===== config.mk =====
export PLATFORM = sky130hd
export DESIGN_NAME = vball_vram_arbiter
export DESIGN_NICKNAME = d
export VERILOG_FILES = /design/src/rtl/vball_vram_arbiter.sv
export SDC_FILE = /design/constraint.sdc
export NUM_CORES = 1
export LEC_CHECK = 0
export BUFFER_PORTS_ARGS = -buffer_cell sky130_fd_sc_hd__clkbuf_2
export CORE_MARGIN = 2
export CORE_UTILIZATION = 45
export CTS_BUF_LIST = sky130_fd_sc_hd__clkbuf_8
export DETAILED_ROUTE_END_ITERATION = 10
export GPL_ROUTABILITY_DRIVEN = 0
export PLACE_DENSITY = 0.77
export SETUP_SLACK_MARGIN = 0.3
export SLEW_MARGIN = 15
export SYNTH_ARGS = -nofsm -noshare
export SYNTH_HDL_FRONTEND = slang
export SYNTH_SLANG_ARGS = --single-unit

===== constraint.sdc =====
create_clock -name clk -period 1.8 [get_ports clk]
set_input_delay 0.45 -clock clk [delete_from_list [all_inputs] [get_ports clk]]
set_output_delay 0.45 -clock clk [all_outputs]
set_load 0.01 [all_outputs]

===== src/rtl/vball_vram_arbiter.sv =====
// VBall video-RAM arbiter: one synchronous tile/attribute RAM shared between the
// CPU (level req / ack pulse) and the background fetch engine, slotted on blanking and hcount.
module vball_vram_arbiter #(
  parameter int AW = 12,
  parameter int DW = 8
) (
  input  logic          clk,
  input  logic          reset_n,
  input  logic [8:0]    hcount,
  input  logic          hb,
  input  logic          vb,
  input  logic          cpu_req,
  input  logic          cpu_we,
  input  logic [AW-1:0] cpu_addr,
  input  logic [DW-1:0] cpu_din,
  output logic [DW-1:0] cpu_dout,
  output logic          cpu_ack,
  input  logic          vid_req,
  input  logic [AW-1:0] vid_addr,
  output logic [DW-1:0] vid_dout,
  output logic          vid_valid,
  output logic          vid_ovf,
  output logic [AW-1:0] ram_addr,
  output logic          ram_we,
  output logic [DW-1:0] ram_din,
  input  logic [DW-1:0] ram_dout
);

  // state  | meaning
  // IDLE   | no CPU request outstanding
  // WAIT   | request seen, eligible for a RAM slot
  // ISSUED | RAM access in flight, ack and read data registered this cycle
  // DONE   | ack given, waiting for cpu_req to drop
  typedef enum logic [1:0] {IDLE, WAIT, ISSUED, DONE} cpu_state_t;

  cpu_state_t    state;
  cpu_state_t    state_nxt;

  logic          vid_pend;
  logic [AW-1:0] vid_pend_addr;
  logic          vid_owner;
  logic          cpu_elig;
  logic          grant_vid;
  logic          grant_cpu;
  logic [AW-1:0] addr_q;
  logic [DW-1:0] din_q;
  logic          issued_we;
  logic          vid_valid_q;
  logic [DW-1:0] vid_dout_q;
  logic          hcount_unused;

  // Only the slot parity matters, so the hcount wrap needs no special handling.
  assign hcount_unused = ^hcount[8:1];

  assign vid_owner = ~hb & ~vb & ~hcount[0];
  assign cpu_elig  = (state == WAIT);

  // Owner first, otherwise the other side may borrow the slot; never both.
  assign grant_vid = vid_pend & (vid_owner | ~cpu_elig);
  assign grant_cpu = cpu_elig & (~vid_owner | ~vid_pend);

  always_comb begin
    ram_addr = addr_q;
    ram_we   = 1'b0;
    ram_din  = din_q;
    if (grant_cpu) begin
      ram_addr = cpu_addr;
      ram_we   = cpu_we;
      ram_din  = cpu_din;
    end else if (grant_vid) begin
      ram_addr = vid_pend_addr;
    end
  end

  always_ff @(posedge clk or negedge reset_n) begin
    if (!reset_n) begin
      state <= IDLE;
    end else begin
      state <= state_nxt;
    end
  end

  always_comb begin
    state_nxt = state;
    case (state)
      IDLE:    if (cpu_req) state_nxt = WAIT;
      WAIT:    if (grant_cpu) state_nxt = ISSUED;
      ISSUED:  state_nxt = DONE;
      DONE:    if (!cpu_req) state_nxt = IDLE;
      default: state_nxt = IDLE;
    endcase
  end

  always_ff @(posedge clk or negedge reset_n) begin
    if (!reset_n) begin
      addr_q        <= '0;
      din_q         <= '0;
      vid_pend      <= 1'b0;
      vid_pend_addr <= '0;
      vid_ovf       <= 1'b0;
    end else begin
      addr_q <= ram_addr;
      din_q  <= ram_din;
      // A pulse in the same cycle the pending entry is granted takes its place.
      if (vid_req && (!vid_pend || grant_vid)) begin
        vid_pend      <= 1'b1;
        vid_pend_addr <= vid_addr;
      end else if (grant_vid) begin
        vid_pend <= 1'b0;
      end
      if (vid_req && vid_pend && !grant_vid) begin
        vid_ovf <= 1'b1;
      end
    end
  end

  always_ff @(posedge clk or negedge reset_n) begin
    if (!reset_n) begin
      issued_we   <= 1'b0;
      cpu_ack     <= 1'b0;
      cpu_dout    <= '0;
      vid_valid_q <= 1'b0;
      vid_dout_q  <= '0;
    end else begin
      if (grant_cpu) begin
        issued_we <= cpu_we;
      end
      cpu_ack <= (state == ISSUED);
      if ((state == ISSUED) && !issued_we) begin
        cpu_dout <= ram_dout;
      end
      vid_valid_q <= grant_vid;
      if (vid_valid_q) begin
        vid_dout_q <= ram_dout;
      end
    end
  end

  // Fetch data is passed straight from the RAM in the valid cycle, then held.
  assign vid_valid = vid_valid_q;
  assign vid_dout  = vid_valid_q ? ram_dout : vid_dout_q;

endmodule


==> Word level (Yosys, flattened, before mapping) <==
Cells that the tools add are included.
{ "op_classes": {"eq_ne": 6, "muxes": 11, "n_bitwise": 12, "n_reduce_logical": 11} }
{ "op_table": {"columns": ["op", "n"], "rows": [
  ["12-bit 2-to-1 mux", 2],
  ["8-bit 2-to-1 mux", 2],
  ["2-bit case mux with 4 select lines", 1],
  ["2-bit 2-to-1 mux", 3],
  ["1-bit NOT", 6],
  ["1-bit bitwise AND", 4],
  ["2-bit == test (second input constant)", 2],
  ["1-bit logical AND", 4],
  ["2-bit != test (second input constant)", 2],
  ["1-bit logical NOT", 3],
  ["1-bit 2-to-1 mux", 3],
  ["3-bit AND reduction", 1],
  ["2-bit by 1-bit == test with 1-bit output (second input constant)", 1],
  ["2-bit logical NOT", 1],
  ["2-bit by 1-bit != test with 1-bit output (second input constant)", 1],
  ["1-bit bitwise OR", 2],
  ["2-bit nonzero test", 1],
  ["1-bit logical OR", 1]
]} }
{ "totals": {"reg_bits": 55, "word_cells": 51} }

==> Logic depth before layout (Yosys ltp) <==
{ "logic_depth": {"depth_word": 8, "mapped_depth": 7} }

==> Worst setup path after synthesis <==
No wires, ideal clock.
{ "synth_path": {"path_type": "input -> output", "startpoint": "input port hb", "endpoint": "output port ram_din[0]", "t_arrival_ps": 1507, "t_required_ps": 1350, "path_slack_ps": -157, "cell_stages": 3, "path_cell_list": "or3_4 > o21ai_4 > mux2_2"} }
{ "synth_between": {"elab_chain_cells": 7} }
{ "synth_lines": {"columns": ["item", "line", "source"], "rows": [
  ["start: declaration", "10", "input logic hb,"],
  ["1-bit NOT", "55", "assign vid_owner = ~hb & ~vb & ~hcount[0];"],
  ["1-bit bitwise AND (2 in series)", "55", null],
  ["1-bit NOT", "60", "assign grant_cpu = cpu_elig & (~vid_owner | ~vid_pend);"],
  ["1-bit bitwise OR", "60", null],
  ["1-bit bitwise AND", "60", null],
  ["8-bit 2-to-1 mux", "66", "if (grant_cpu) begin"],
  ["end: declaration", "25", "output logic [DW-1:0] ram_din,"]
]} }
No other way between the ends.

==> Worst setup path in the final report <==
{ "layout_path": {"startpoint": "register state[1]", "endpoint": "output port ram_addr[3]"} }
{ "layout_between": {"elab_chain_cells": 6} }
{ "layout_lines": {"columns": ["item", "line", "source"], "rows": [
  ["start: declaration", "36", "cpu_state_t state;"],
  ["start signal: assignment", "79", "state <= state_nxt;"],
  ["2-bit by 1-bit == test with 1-bit output (*)", "56", "assign cpu_elig = (state == WAIT);"],
  ["1-bit NOT", "59", "assign grant_vid = vid_pend & (vid_owner | ~cpu_elig);"],
  ["1-bit bitwise OR", "59", null],
  ["1-bit bitwise AND", "59", null],
  ["12-bit 2-to-1 mux", "70", "end else if (grant_vid) begin"],
  ["12-bit 2-to-1 mux (*)", "66", null],
  ["end: declaration", "23", "output logic [AW-1:0] ram_addr,"]
]} }
Mark *: on every way between the ends. The rest lies on a longest branch, timed or not.

==> flow_metrics.tcl <==
set metrics [dict create \
    arrival_ns 1.71 \
    vdd_drop_max_uv 822 \
    yosysUniqueCellTypes 21 \
    die_x_um 76.1 \
    path_clk_slew_ns 0.09 \
    dp_slack_ns -0.375 \
    cts_buffers 5 \
    final_antenna_net_count 0 \
    ios 96 \
    antenna_found_initial 0 \
    slew_headroom_pct 76.2 \
    postSynthCellCount 161 \
    clockBufferDepth 2 \
    syn_area_per_cell_um2 14.5 \
    drtIter0Drc 55 \
    dp_hpwl_mm 3.61 \
    start_util_pct 46.1 \
    post_drt_wl_per_cell_um 15.9 \
    fillers 342 \
    period_needed_ns 2.16 \
    crit_required_ns 1.35 \
    grt_pass1_vias 1756 \
    worstSetupStartpointType "flip-flop" \
    die_h_um 76.1 \
    ff_latch_area_mm2 0.00138 \
    p_leak_uw 0.00179 \
    cts_tree "built" \
    syn2layout_area_growth_pct 57.1 \
    clkLatencyLatePin_ns 0.30 \
    tightest_slew_ns 0.357 \
    fin_setup_tns_ns -7.22 \
    track_usage_pct 19.2 \
    yosysSeqAreaShare_pct 58.8 \
    via_count 1733 \
    power_density_mw_per_mm2 1800 \
    rows 26 \
    skew_ns 0.00294 \
    crit_slowest_cell "dfrtp_1" \
    synth_area_mm2 0.00234 \
    h-tree-depth 2 \
    cp_max_fo 13 \
    fmax_ghz 0.462 \
    vias_per_cell 4.95 \
    hold_path.class "in -> async" \
    yosysWarnings 0 \
    fin_nets 340 \
    cp_cell_sequence "inv_2 -> ha_4 -> o31ai_4 -> nand2_2 -> buf_12 -> o221a_4 -> buf_2" \
    dieArea_mm2 0.00580 \
    drt_first_pass_iters 2 \
    overflow 0 \
    io_buffers 87 \
    final_util_pct 72.5 \
    setup_viol 22 \
    syn-num-nets 221 \
    rr_worst_depth 7 \
    critPathKind "reg -> out" \
    grt_max_degree 56 \
    violations "setup timing" \
    n_antenna_cell 0 \
    drv_cap 0 \
    grt_pass1_wl_mm 8.70 \
    worst_slack_ns -0.364 \
    end_kind "primary output" \
    drv_slew 0 \
    routed_wl_mm 5.55 \
    core_mm2 0.00507 \
    multi_input_area_mm2 0.00117 \
    run_status "complete, but fails checks" \
    final-hold-violation-count 0 \
    drive_gt1_share_pct 68.2 \
    synth-seq-cells 55 \
    route.detailed.drc 0 \
    clock_sinks 55 \
    max_stage_delay_ns 0.40 \
    root_buffer "clkbuf_8" \
    min_period_over_period_pct 120 \
    rsz0062_at_grt "yes" \
]
metrics by stage:
stage / instance area (µm²) / hold slack, ns / instances / power [µW]
5_1_grt: 3680 / 0.134 / 350 / 7020
4_1_cts: 3460 / 0.142 / 341 / 6080
3_5_place_dp: 3180 / 0.465 / 328 / 4950
2_1_floorplan: 2530 / 0.154 / 161 / 3910
3_3_place_gp: 3180 / 0.465 / 328 / 4870
6_report: 3680 / 0.132 / 350 / 6630
per-layer routing:
metal  track usage [%]  vias up  part of all wire, %
li1                  -      821                    -
met1              24.8      844                   42
met4              4.91        0                 0.92
met2              32.0       62                   51
met3              5.81        6                  6.2
met5                 0        -                    0
cells in the final DEF (no fill, tap or decap), types with 11 or more instances in the layout:
cell type	instances
buf_4	18
dfrtp_1	54
nand2_1	13
mux2_4	24
mux2_2	14
o221a_4	13
buf_6	25
mux2i_1	11
clkbuf_2	68
power by group:
part / internal, µW / switching (µW) / leakage, µW
sequential: 1780 / 236 / 0.000636
combinational: 2280 / 1560 / 0.00110
clock: 402 / 368 / 0.0000554
total: 4460 / 2170 / 0.00179
kinds of logic (layout without fill, tap and decap cells):
family,Yosys count,after routing,synth area share [%]
compound gates,20,20,9.62
fa+ha+maj,4,4,2.14
buf+inv,14,133,2.57
flops,55,55,58.8
mux,50,50,23.6
simple gates,18,18,3.31
sequential cells by signal, summed over array words and instances, names as in the netlist:
signal and cells:
vid_pend 1, din_q 8, vid_valid 1, vid_dout_q 8, state 2, issued_we 1, addr_q 12, vid_ovf 1
cpu_ack 1, vid_pend_addr 12, cpu_dout 8
cells in the mapped netlist (all sizes together):
cell / count / area [µm²]
dfrtp: 55 / 1380
o221a: 13 / 146
nor2: 1 / 3.75
nand2: 15 / 56.3
or3: 1 / 11.3
ha: 4 / 50.1
o21bai: 1 / 7.51
o31ai: 1 / 21.3
inv: 6 / 22.5
clkbuf: 4 / 15.0
mux2i: 12 / 120
buf: 4 / 22.5
nand2b: 1 / 6.26
o32a: 1 / 10.0
o21ai: 3 / 30.0
mux2: 38 / 432
a41o: 1 / 10.0
path summary, 6_finish.rpt:
| check | from | endpoint | slack [ns] |
|---|---|---|---|
| worst max-delay path | state[1] | ram_addr[3] | -0.36 |
| worst min-delay path | reset_n | cpu_dout[1] | 0.13 |
| worst max register to register | state[1] | vid_pend_addr[3] | 0 |
| worst min register to register | vid_ovf | vid_ovf | 0.49 |
| max in group asynchronous | reset_n | vid_valid | 1.41 |
| min in group clk | vid_addr[7] | vid_pend_addr[7] | 0.37 |
worst max-delay path, delay by kind of cell (launching register included):
family                     cells  cell delay [ns]
AOI/OAI and AO/OA              2             0.32
adders and majority gates      1             0.22
and+or+nand+nor                1             0.10
DFF                            1             0.40
buffers and inverters          3             0.36
cell type report:
type | count | share of cell area (%)
Clock buffer | 5 | 1.87
Clock inverter | 2 | 0.918
Inverter | 6 | 0.748
Multi-Input combinational cell | 92 | 31.7
Sequential cell | 55 | 37.4
Tap cell | 70 | 2.38
Timing Repair Buffer | 120 | 24.9
what timing repair did:
action,CTS,global route
hold buffers,0,0
buffers inserted,4,8
gates resized for setup,31,45
gates cloned,2,1
setup endpoints to repair,52,50
pin swaps,1,2
(Power assumes the default switching activity.)
